File: config.mk
export PLATFORM = sky130hd
export DESIGN_NAME = div_sequencer
export DESIGN_NICKNAME = d
export VERILOG_FILES = /design/src/rtl/div_sequencer.sv
export SDC_FILE = /design/constraint.sdc
export NUM_CORES = 1
export LEC_CHECK = 0
export CAP_MARGIN = 20
export CORE_ASPECT_RATIO = 1.5
export CORE_MARGIN = 10
export CORE_UTILIZATION = 40
export CTS_BUF_LIST = sky130_fd_sc_hd__clkbuf_16
export DETAILED_ROUTE_END_ITERATION = 12
export DONT_BUFFER_PORTS = 1
export PLACE_DENSITY = 0.68
export SYNTH_ARGS = -nofsm -noshare
export SYNTH_HDL_FRONTEND = slang
export SYNTH_SLANG_ARGS = --single-unit
File: constraint.sdc
create_clock -name clk -period 4.3 [get_ports clk]
set_clock_uncertainty 0.05 [all_clocks]
set_input_delay 0.645 -clock clk [delete_from_list [all_inputs] [get_ports clk]]
set_output_delay 0.645 -clock clk [all_outputs]
set_load 0.02 [all_outputs]
File: src/rtl/div_sequencer.sv
// div_sequencer: execute-stage sequencer and radix-2 restoring divider for DIV/DIVU/REM/REMU.
// Optional DIV_EARLY_OUT_EN: divide-by-zero and signed overflow skip the iterations.
`timescale 1ns/1ps
module div_sequencer #(
    parameter int unsigned DATA_WIDTH = 32
) (
    input  logic                  clk,
    input  logic                  rst_n,
    input  logic                  div_en_e,
    input  logic [1:0]            div_ctrl_e,
    input  logic [DATA_WIDTH-1:0] op_a_e,
    input  logic [DATA_WIDTH-1:0] op_b_e,
    input  logic                  hold_e,
    input  logic                  flush_e,
    output logic                  stall_o,
    output logic                  done_o,
    output logic [DATA_WIDTH-1:0] result_o
);
    localparam int unsigned W     = DATA_WIDTH;
    localparam int unsigned CNT_W = $clog2(DATA_WIDTH);

    typedef enum logic [1:0] {
        S_IDLE = 2'd0,
        S_BUSY = 2'd1,
        S_DONE = 2'd2
    } state_e;

    state_e           state_q, state_d;
    logic [1:0]       ctrl_q, ctrl_d;
    logic             quo_neg_q, quo_neg_d;
    logic             rem_neg_q, rem_neg_d;
    logic [W-1:0]     rem_q, rem_d;
    logic [W-1:0]     quo_q, quo_d;
    logic [W-1:0]     dvs_q, dvs_d;
    logic [CNT_W-1:0] cnt_q, cnt_d;
    logic             ovr_q, ovr_d;
    logic [W-1:0]     ovr_val_q, ovr_val_d;
    logic [W-1:0]     result_q, result_d;
    logic             done_q, done_d;

    logic             accept_c, is_signed_c, a_neg_c, b_neg_c, div_zero_c, sovf_c;
    logic [W-1:0]     a_abs_c, b_abs_c, ovr_res_c;
    logic [W:0]       shift_c;
    logic [W-1:0]     diff_c, rem_nx_c, quo_nx_c, quo_fix_c, rem_fix_c, fin_c;
    logic             borrow_c;

    // Operand decode at accept: magnitudes, signs and special-case results
    always_comb begin
        accept_c    = (state_q == S_IDLE) & div_en_e & ~flush_e;
        is_signed_c = ~div_ctrl_e[0];
        a_neg_c     = is_signed_c & op_a_e[W-1];
        b_neg_c     = is_signed_c & op_b_e[W-1];
        a_abs_c     = a_neg_c ? (~op_a_e + W'(1)) : op_a_e;
        b_abs_c     = b_neg_c ? (~op_b_e + W'(1)) : op_b_e;
        div_zero_c  = (op_b_e == '0);
        sovf_c      = is_signed_c & (op_a_e == {1'b1, {(W-1){1'b0}}}) & (op_b_e == '1);
        if (div_zero_c) begin
            ovr_res_c = div_ctrl_e[1] ? op_a_e : '1;
        end else begin
            // Overflow quotient equals the most-negative dividend itself
            ovr_res_c = div_ctrl_e[1] ? '0 : op_a_e;
        end
    end

    // One restoring step; the shifted partial remainder keeps its carry-out bit
    always_comb begin
        shift_c   = {rem_q, quo_q[W-1]};
        borrow_c  = (shift_c < {1'b0, dvs_q});
        diff_c    = shift_c[W-1:0] - dvs_q;
        rem_nx_c  = borrow_c ? shift_c[W-1:0] : diff_c;
        quo_nx_c  = {quo_q[W-2:0], ~borrow_c};
        quo_fix_c = quo_neg_q ? (~quo_nx_c + W'(1)) : quo_nx_c;
        rem_fix_c = rem_neg_q ? (~rem_nx_c + W'(1)) : rem_nx_c;
        if (ovr_q) begin
            fin_c = ovr_val_q;
        end else begin
            fin_c = ctrl_q[1] ? rem_fix_c : quo_fix_c;
        end
    end

    // Next-state and datapath update
    always_comb begin
        state_d   = state_q;
        ctrl_d    = ctrl_q;
        quo_neg_d = quo_neg_q;
        rem_neg_d = rem_neg_q;
        rem_d     = rem_q;
        quo_d     = quo_q;
        dvs_d     = dvs_q;
        cnt_d     = cnt_q;
        ovr_d     = ovr_q;
        ovr_val_d = ovr_val_q;
        result_d  = result_q;

        case (state_q)
            S_IDLE: begin
                if (accept_c) begin
                    ctrl_d    = div_ctrl_e;
                    quo_neg_d = a_neg_c ^ b_neg_c;
                    rem_neg_d = a_neg_c;
                    rem_d     = '0;
                    quo_d     = a_abs_c;
                    dvs_d     = b_abs_c;
                    cnt_d     = '0;
                    ovr_d     = div_zero_c | sovf_c;
                    ovr_val_d = ovr_res_c;
`ifdef DIV_EARLY_OUT_EN
                    if (div_zero_c | sovf_c) begin
                        state_d  = S_DONE;
                        result_d = ovr_res_c;
                    end else begin
                        state_d = S_BUSY;
                    end
`else
                    state_d   = S_BUSY;
`endif
                end
            end
            S_BUSY: begin
                rem_d = rem_nx_c;
                quo_d = quo_nx_c;
                cnt_d = cnt_q + CNT_W'(1);
                if (cnt_q == CNT_W'(W - 1)) begin
                    state_d  = S_DONE;
                    result_d = fin_c;
                end
            end
            S_DONE: begin
                if (!hold_e) begin
                    state_d = S_IDLE;
                end
            end
            default: state_d = S_IDLE;
        endcase

        if (flush_e) begin
            state_d = S_IDLE;
        end
        done_d = (state_d == S_DONE);
    end

    always_ff @(posedge clk or negedge rst_n) begin
        if (!rst_n) begin
            state_q   <= S_IDLE;
            ctrl_q    <= '0;
            quo_neg_q <= 1'b0;
            rem_neg_q <= 1'b0;
            rem_q     <= '0;
            quo_q     <= '0;
            dvs_q     <= '0;
            cnt_q     <= '0;
            ovr_q     <= 1'b0;
            ovr_val_q <= '0;
            result_q  <= '0;
            done_q    <= 1'b0;
        end else begin
            state_q   <= state_d;
            ctrl_q    <= ctrl_d;
            quo_neg_q <= quo_neg_d;
            rem_neg_q <= rem_neg_d;
            rem_q     <= rem_d;
            quo_q     <= quo_d;
            dvs_q     <= dvs_d;
            cnt_q     <= cnt_d;
            ovr_q     <= ovr_d;
            ovr_val_q <= ovr_val_d;
            result_q  <= result_d;
            done_q    <= done_d;
        end
    end

    // Stall must rise in the accept cycle itself, so it follows div_en_e directly
    assign stall_o  = rst_n & div_en_e & ~flush_e & (state_q != S_DONE);
    assign done_o   = done_q;
    assign result_o = result_q;

endmodule

# ---- Yosys cells after proc, flatten, opt, wreduce, memory -nomap -nowiden
# Cells that the tools add are included.
dict set report word_totals {
  register_bits 173
  input_bits 71
}
dict set report op_classes {
  n_reduce_logical 6
  magnitude_cmp 1
  n_mux 21
  add_sub_neg 6
  eq_ne 8
  n_bitwise 18
}
# cell n
set op_table {}
lappend op_table {{$mux W32} 12}
lappend op_table {{$add A32 B1 Y32 const B} 4}
lappend op_table {{$not A32 Y32} 4}
lappend op_table {{$pmux W32 S2} 2}
lappend op_table {{$eq A32 B32 Y1 const B} 2}
lappend op_table {{$lt A33 B32 Y1} 1}
lappend op_table {{$logic_not A32 Y1} 1}
lappend op_table {{$sub A32 B32 Y32} 1}
lappend op_table {{$pmux W5 S2} 1}
lappend op_table {{$and A1 B1 Y1} 9}
lappend op_table {{$mux W2} 4}
lappend op_table {{$pmux W2 S3} 1}
lappend op_table {{$reduce_and A2 Y1} 3}
lappend op_table {{$add A5 B1 Y5 const B} 1}
lappend op_table {{$eq A5 B5 Y1 const B} 1}
lappend op_table {{$mux W5} 1}
lappend op_table {{$eq A2 B2 Y1 const B} 2}
lappend op_table {{$ne A2 B2 Y1 const B} 2}
lappend op_table {{$not A1 Y1} 3}
lappend op_table {{$eq A2 B1 Y1 const B} 1}
lappend op_table {{$logic_not A2 Y1} 1}
lappend op_table {{$reduce_bool A2 Y1} 1}
lappend op_table {{$or A1 B1 Y1} 1}
lappend op_table {{$xor A1 B1 Y1} 1}

# ---- Depth between registers and ports, before layout
dict set report depth {
  word_depth 7
  depth_mapped 24
  mapped_depth_nobuf 19
}

# ---- Worst setup path after synthesis
# Ideal clock, no wire load.
dict set report synth_path {
  path_kind {register to register}
  startpoint {register rem_q[15]}
  endpoint {register result_q[18] (netlist: result_o[18])}
  slack_ns -0.208
  path_stages_with_launch 24
  arrival_time_ns 4.328
  n_path_buf 5
  required_ns 4.121
  cell_sequence {dfrtp_1 > ha_1 > buf_4 > nand4_1 > or2_1 > a211o_1 > a211oi_2 > or2_1 > buf_4 > buf_2 > buf_4 > buf_2 > nand2_1 > o21ai_0 > ha_1 > inv_1 > nor4_1 > nand4b_1 > nor2_1 > a41oi_4 > o21ai_0 > xor2_1 > a222oi_1 > o21ai_1}
}
dict set report synth_between {
  elab_chain_len 7
  elab_cells_between_ends 12
  cone_classes {add/sub (3); order compare (1); mux (5); bitwise (3)}
}
# item line
set synth_lines {}
lappend synth_lines {{from (decl)} 32} ;# logic [W-1:0] rem_q, rem_d;
lappend synth_lines {{from (signal assigned)} 161} ;# rem_q <= rem_d;
lappend synth_lines {{$sub A32 B32 Y32 / $lt A33 B32 Y1 (equally long branches)} {69, 68}}
lappend synth_lines {{$mux W32 / $not A1 Y1 (equally long branches)} {70, 71}}
lappend synth_lines {{$not A32 Y32, on equally long branches} {73, 72}}
lappend synth_lines {{$add A32 B1 Y32, on equally long branches} {73, 72}}
lappend synth_lines {{$mux W32, on equally long branches} {73, 72}}
lappend synth_lines {{$mux W32 (*)} 77} ;# fin_c = ctrl_q[1] ? rem_fix_c : quo_fix_c;
lappend synth_lines {{$mux W32 (*)} 74} ;# if (ovr_q) begin
lappend synth_lines {{to (signal assigned)} 167} ;# result_q <= result_d;
lappend synth_lines {{to (decl)} 38} ;# logic [W-1:0] result_q, result_d;
# Every way passes the cells marked *; elsewhere a longest branch is shown, timed or not.
# A chain may end at the register's enable or synchronous reset.

# ---- Final worst setup path
dict set report layout_path {
  startpoint {register rem_q[10]}
  endpoint {register result_q[24] (netlist: result_o[24])}
}
# Same word-level chain as after synthesis.

==> flow_metrics.tcl <==
set metrics [dict create \
    seq_area_frac_synth 0.340 \
    grt_max_degree 174 \
    synth_compound_area_frac 0.265 \
    die_area_sq_um 39300 \
    cp-endpoint "result_o[24]" \
    yosysMostFrequentCell "o21ai_0" \
    wl_per_cell_um 21.9 \
    grt_antenna_before_repair 0 \
    post-place-ws_ns -0.153 \
    clk_pin_slew_worst_paths_ns 0.07 \
    timing.critical_path.buf_inv 3 \
    ioPinCount 105 \
    gp_congestion 0.918 \
    ant_nets 0 \
    fmax_mhz 245 \
    n_antenna_cell 0 \
    min_path_type "in -> async" \
    cp_max_fo 7 \
    synth_top_family_by_area "compound AO/OA/AOI/OAI gates" \
    dr.first_iter.drc_count 911 \
    period_share 0.951 \
    status "finished with violations" \
    setup_ws_ns 0.211 \
    reg2reg_slack_ns 0.21 \
    grt_overflow 0 \
    arrival_ns 4.43 \
    initial_core_util 0.407 \
    critical_path_depth 20 \
    grt_pass1_wl_um 68300 \
    setup_violations 0 \
    clockBufferDepth 2 \
    crit_type "reg -> reg" \
    clk_latency_ns 0.46 \
    violations "hold timing" \
    synth-seq-cells 172 \
    endpoint_kind "flop" \
    worst_pin_slew_ns 1.10 \
    synthArstFlopShare 1.00 \
    area_growth_pct 12.5 \
    numPortBuffers 0 \
    avgViaCountPerCell 5.96 \
    dieWidth_um 165 \
    grt_pass1_vias 11900 \
    totalWireLength_um 44100 \
    cts_sinks 172 \
    netlist_area_sq_um 12700 \
    path_cells "ha_1, buf_4, nand2_1, o21a_1, o221a_2, a211oi_2, or2_4, nand2_1, o21ai_2, ha_2, inv_1, nor4_4, nand4b_1, nor2_2, a41oi_4, nor3_2, buf_4, a31oi_1, o21a_1, o21ai_1" \
    power_mw 11.3 \
    yosys.area_share.simple 0.193 \
    fin_crit_ns 4.09 \
    synthMuxAreaShare 0.0244 \
    core_sq_um 31100 \
    groute.usage.overall 0.224 \
    drive_gt1_frac 0.118 \
    power_density_nw_per_um2 796 \
    firstDrtPassIters 6 \
    drc_errors 0 \
    crit_start "rem_q[10]" \
    holdWs_ns -0.166 \
    p_leak_nw 5.97 \
    avgSynthCellArea_sq_um 8.07 \
    fillers 3072 \
    synth_fa_ha_area_frac 0.0401 \
    drv_cap 0 \
    row_count 79 \
    cts_tree "done" \
    ys.flop_type "dfrtp_1" \
    ys_types 85 \
    ys_top_cells_by_area "dfrtp_1, o21ai_0, nand2_1" \
    ir_drop_mv 0.472 \
    synth_edf_count 0 \
    ys.warnings.count 0 \
    hpwl_um 33900 \
    htree_levels 4 \
    vias 12000 \
    yosysTopAreaCell "dfrtp_1" \
    syn_inst 1569 \
    final_util 0.458 \
    cts_buffers 17 \
    synth_xor_area_frac 0.0927 \
    slowest_stage "dfrtp_1" \
    rr_worst_depth 20 \
    path_delay_family "compound AO/OA/AOI/OAI gates" \
    r2r-end "result_o[24]" \
    hold_viol_final 172 \
    cts-root-buf "clkbuf_16" \
    relSlewSlack 0.265 \
    cp_slowest_stage_delay_ns 0.43 \
    yosysTopAreaCellShare 0.340 \
    syn_nets 1680 \
    worstPathRequired_ns 4.64 \
    die_height_um 238 \
    final_nets 1706 \
    setup.worst_path.start_class "flop" \
    ys_top_cells_by_count "o21ai_0, nand2_1, dfrtp_1, nor2_1, a21oi_1" \
    r2r-start "rem_q[10]" \
    drv_slew 0 \
]
repair_timing:
action	CTS	global route
setup endpoints to repair	2	16
endpoints found under the hold margin	172	172
buffers inserted	0	4
resized for setup	2	18
pin swaps	0	9
kinds of logic after synthesis:
logic type,Yosys count
DFF,172
adders and majority gates,40
buffers and inverters,144
and+or+nand+nor,511
muxes,30
xor gates and xnor gates,134
AOI/OAI and AO/OA,538
worst min-delay path by stage:
stage                   end  depth (start not counted)  slack, ns  start
2_1_floorplan      cnt_q[0]                          0       0.30  rst_n
4_1_cts            cnt_q[4]                          0      -0.19  rst_n
3_5_place_dp       cnt_q[2]                          0       0.31  rst_n
6_report           cnt_q[0]                          0      -0.17  rst_n
3_3_place_gp       cnt_q[2]                          0       0.31  rst_n
5_1_grt        ovr_val_q[1]                          0      -0.18  rst_n
state kept, by name, summed over array words and instances, names as in the netlist:
register and count:
ctrl_q 1, quo_neg_q 1, rem_neg_q 1, ovr_val_q 32, ovr_q 1, done_o 1
dvs_q 32, state_q 2, rem_q 32, quo_q 32, result_o 32, cnt_q 5
report_power, final:
| group | switching [mW] | total (mW) | leakage, nW | internal [mW] |
|---|---|---|---|---|
| clock | 0.748 | 1.51 | 0.274 | 0.759 |
| combinational | 4.56 | 7.59 | 3.43 | 3.02 |
| sequential | 0.320 | 2.24 | 2.26 | 1.92 |
| total | 5.63 | 11.3 | 5.97 | 5.71 |
metrics by stage:
step / instance area, sq um / cells / setup TNS [ns] / hold WS, ns
after CTS: 14100 / 2009 / -0.00447 / -0.191
after global routing: 14200 / 2013 / -0.0355 / -0.178
after global placement: 13600 / 1977 / -0.132 / 0.310
after floorplan: 12700 / 1569 / 0 / 0.299
final: 14200 / 2013 / 0 / -0.166
after detailed placement: 13600 / 1977 / -0.173 / 0.308
layout make-up:
cell class	count	area, sq um	area share
Sequential cell	172	4310	0.302
Inverter	59	224	0.0157
Multi-Input combinational cell	1253	7940	0.558
Clock buffer	17	425	0.0299
Timing Repair Buffer	92	716	0.0502
Tap cell	405	507	0.0356
Clock inverter	15	128	0.00896
worst register-to-register path: cells and delay by family (launching register included):
kind / cells / cell delay (ns)
AOI/OAI and AO/OA: 8 / 1.35
adders and majority gates: 2 / 0.52
buffers and inverters: 3 / 0.40
DFF: 1 / 0.43
and+or+nand+nor: 7 / 1.27
layer usage:
metal / routed length [um] / share of wire / track usage
met2: 22200 / 0.50 / 0.383
met5: 0 / 0 / 0
met4: 4010 / 0.091 / 0.189
met3: 2100 / 0.048 / 0.0390
met1: 15800 / 0.36 / 0.231
placed cells by master (no fill, tap or decap), types with 18 or more instances in the layout:
cell type	count
nor3_1	33
o31ai_1	28
a22oi_1	32
nand2_1	214
nor2_1	106
o21ai_0	227
mux2i_1	23
a31oi_1	19
or3_1	21
ha_1	37
inv_1	58
xnor2_1	69
buf_4	90
dfrtp_1	171
xor2_1	65
o21ai_1	18
a21oi_1	84
(Power assumes the default switching activity.)
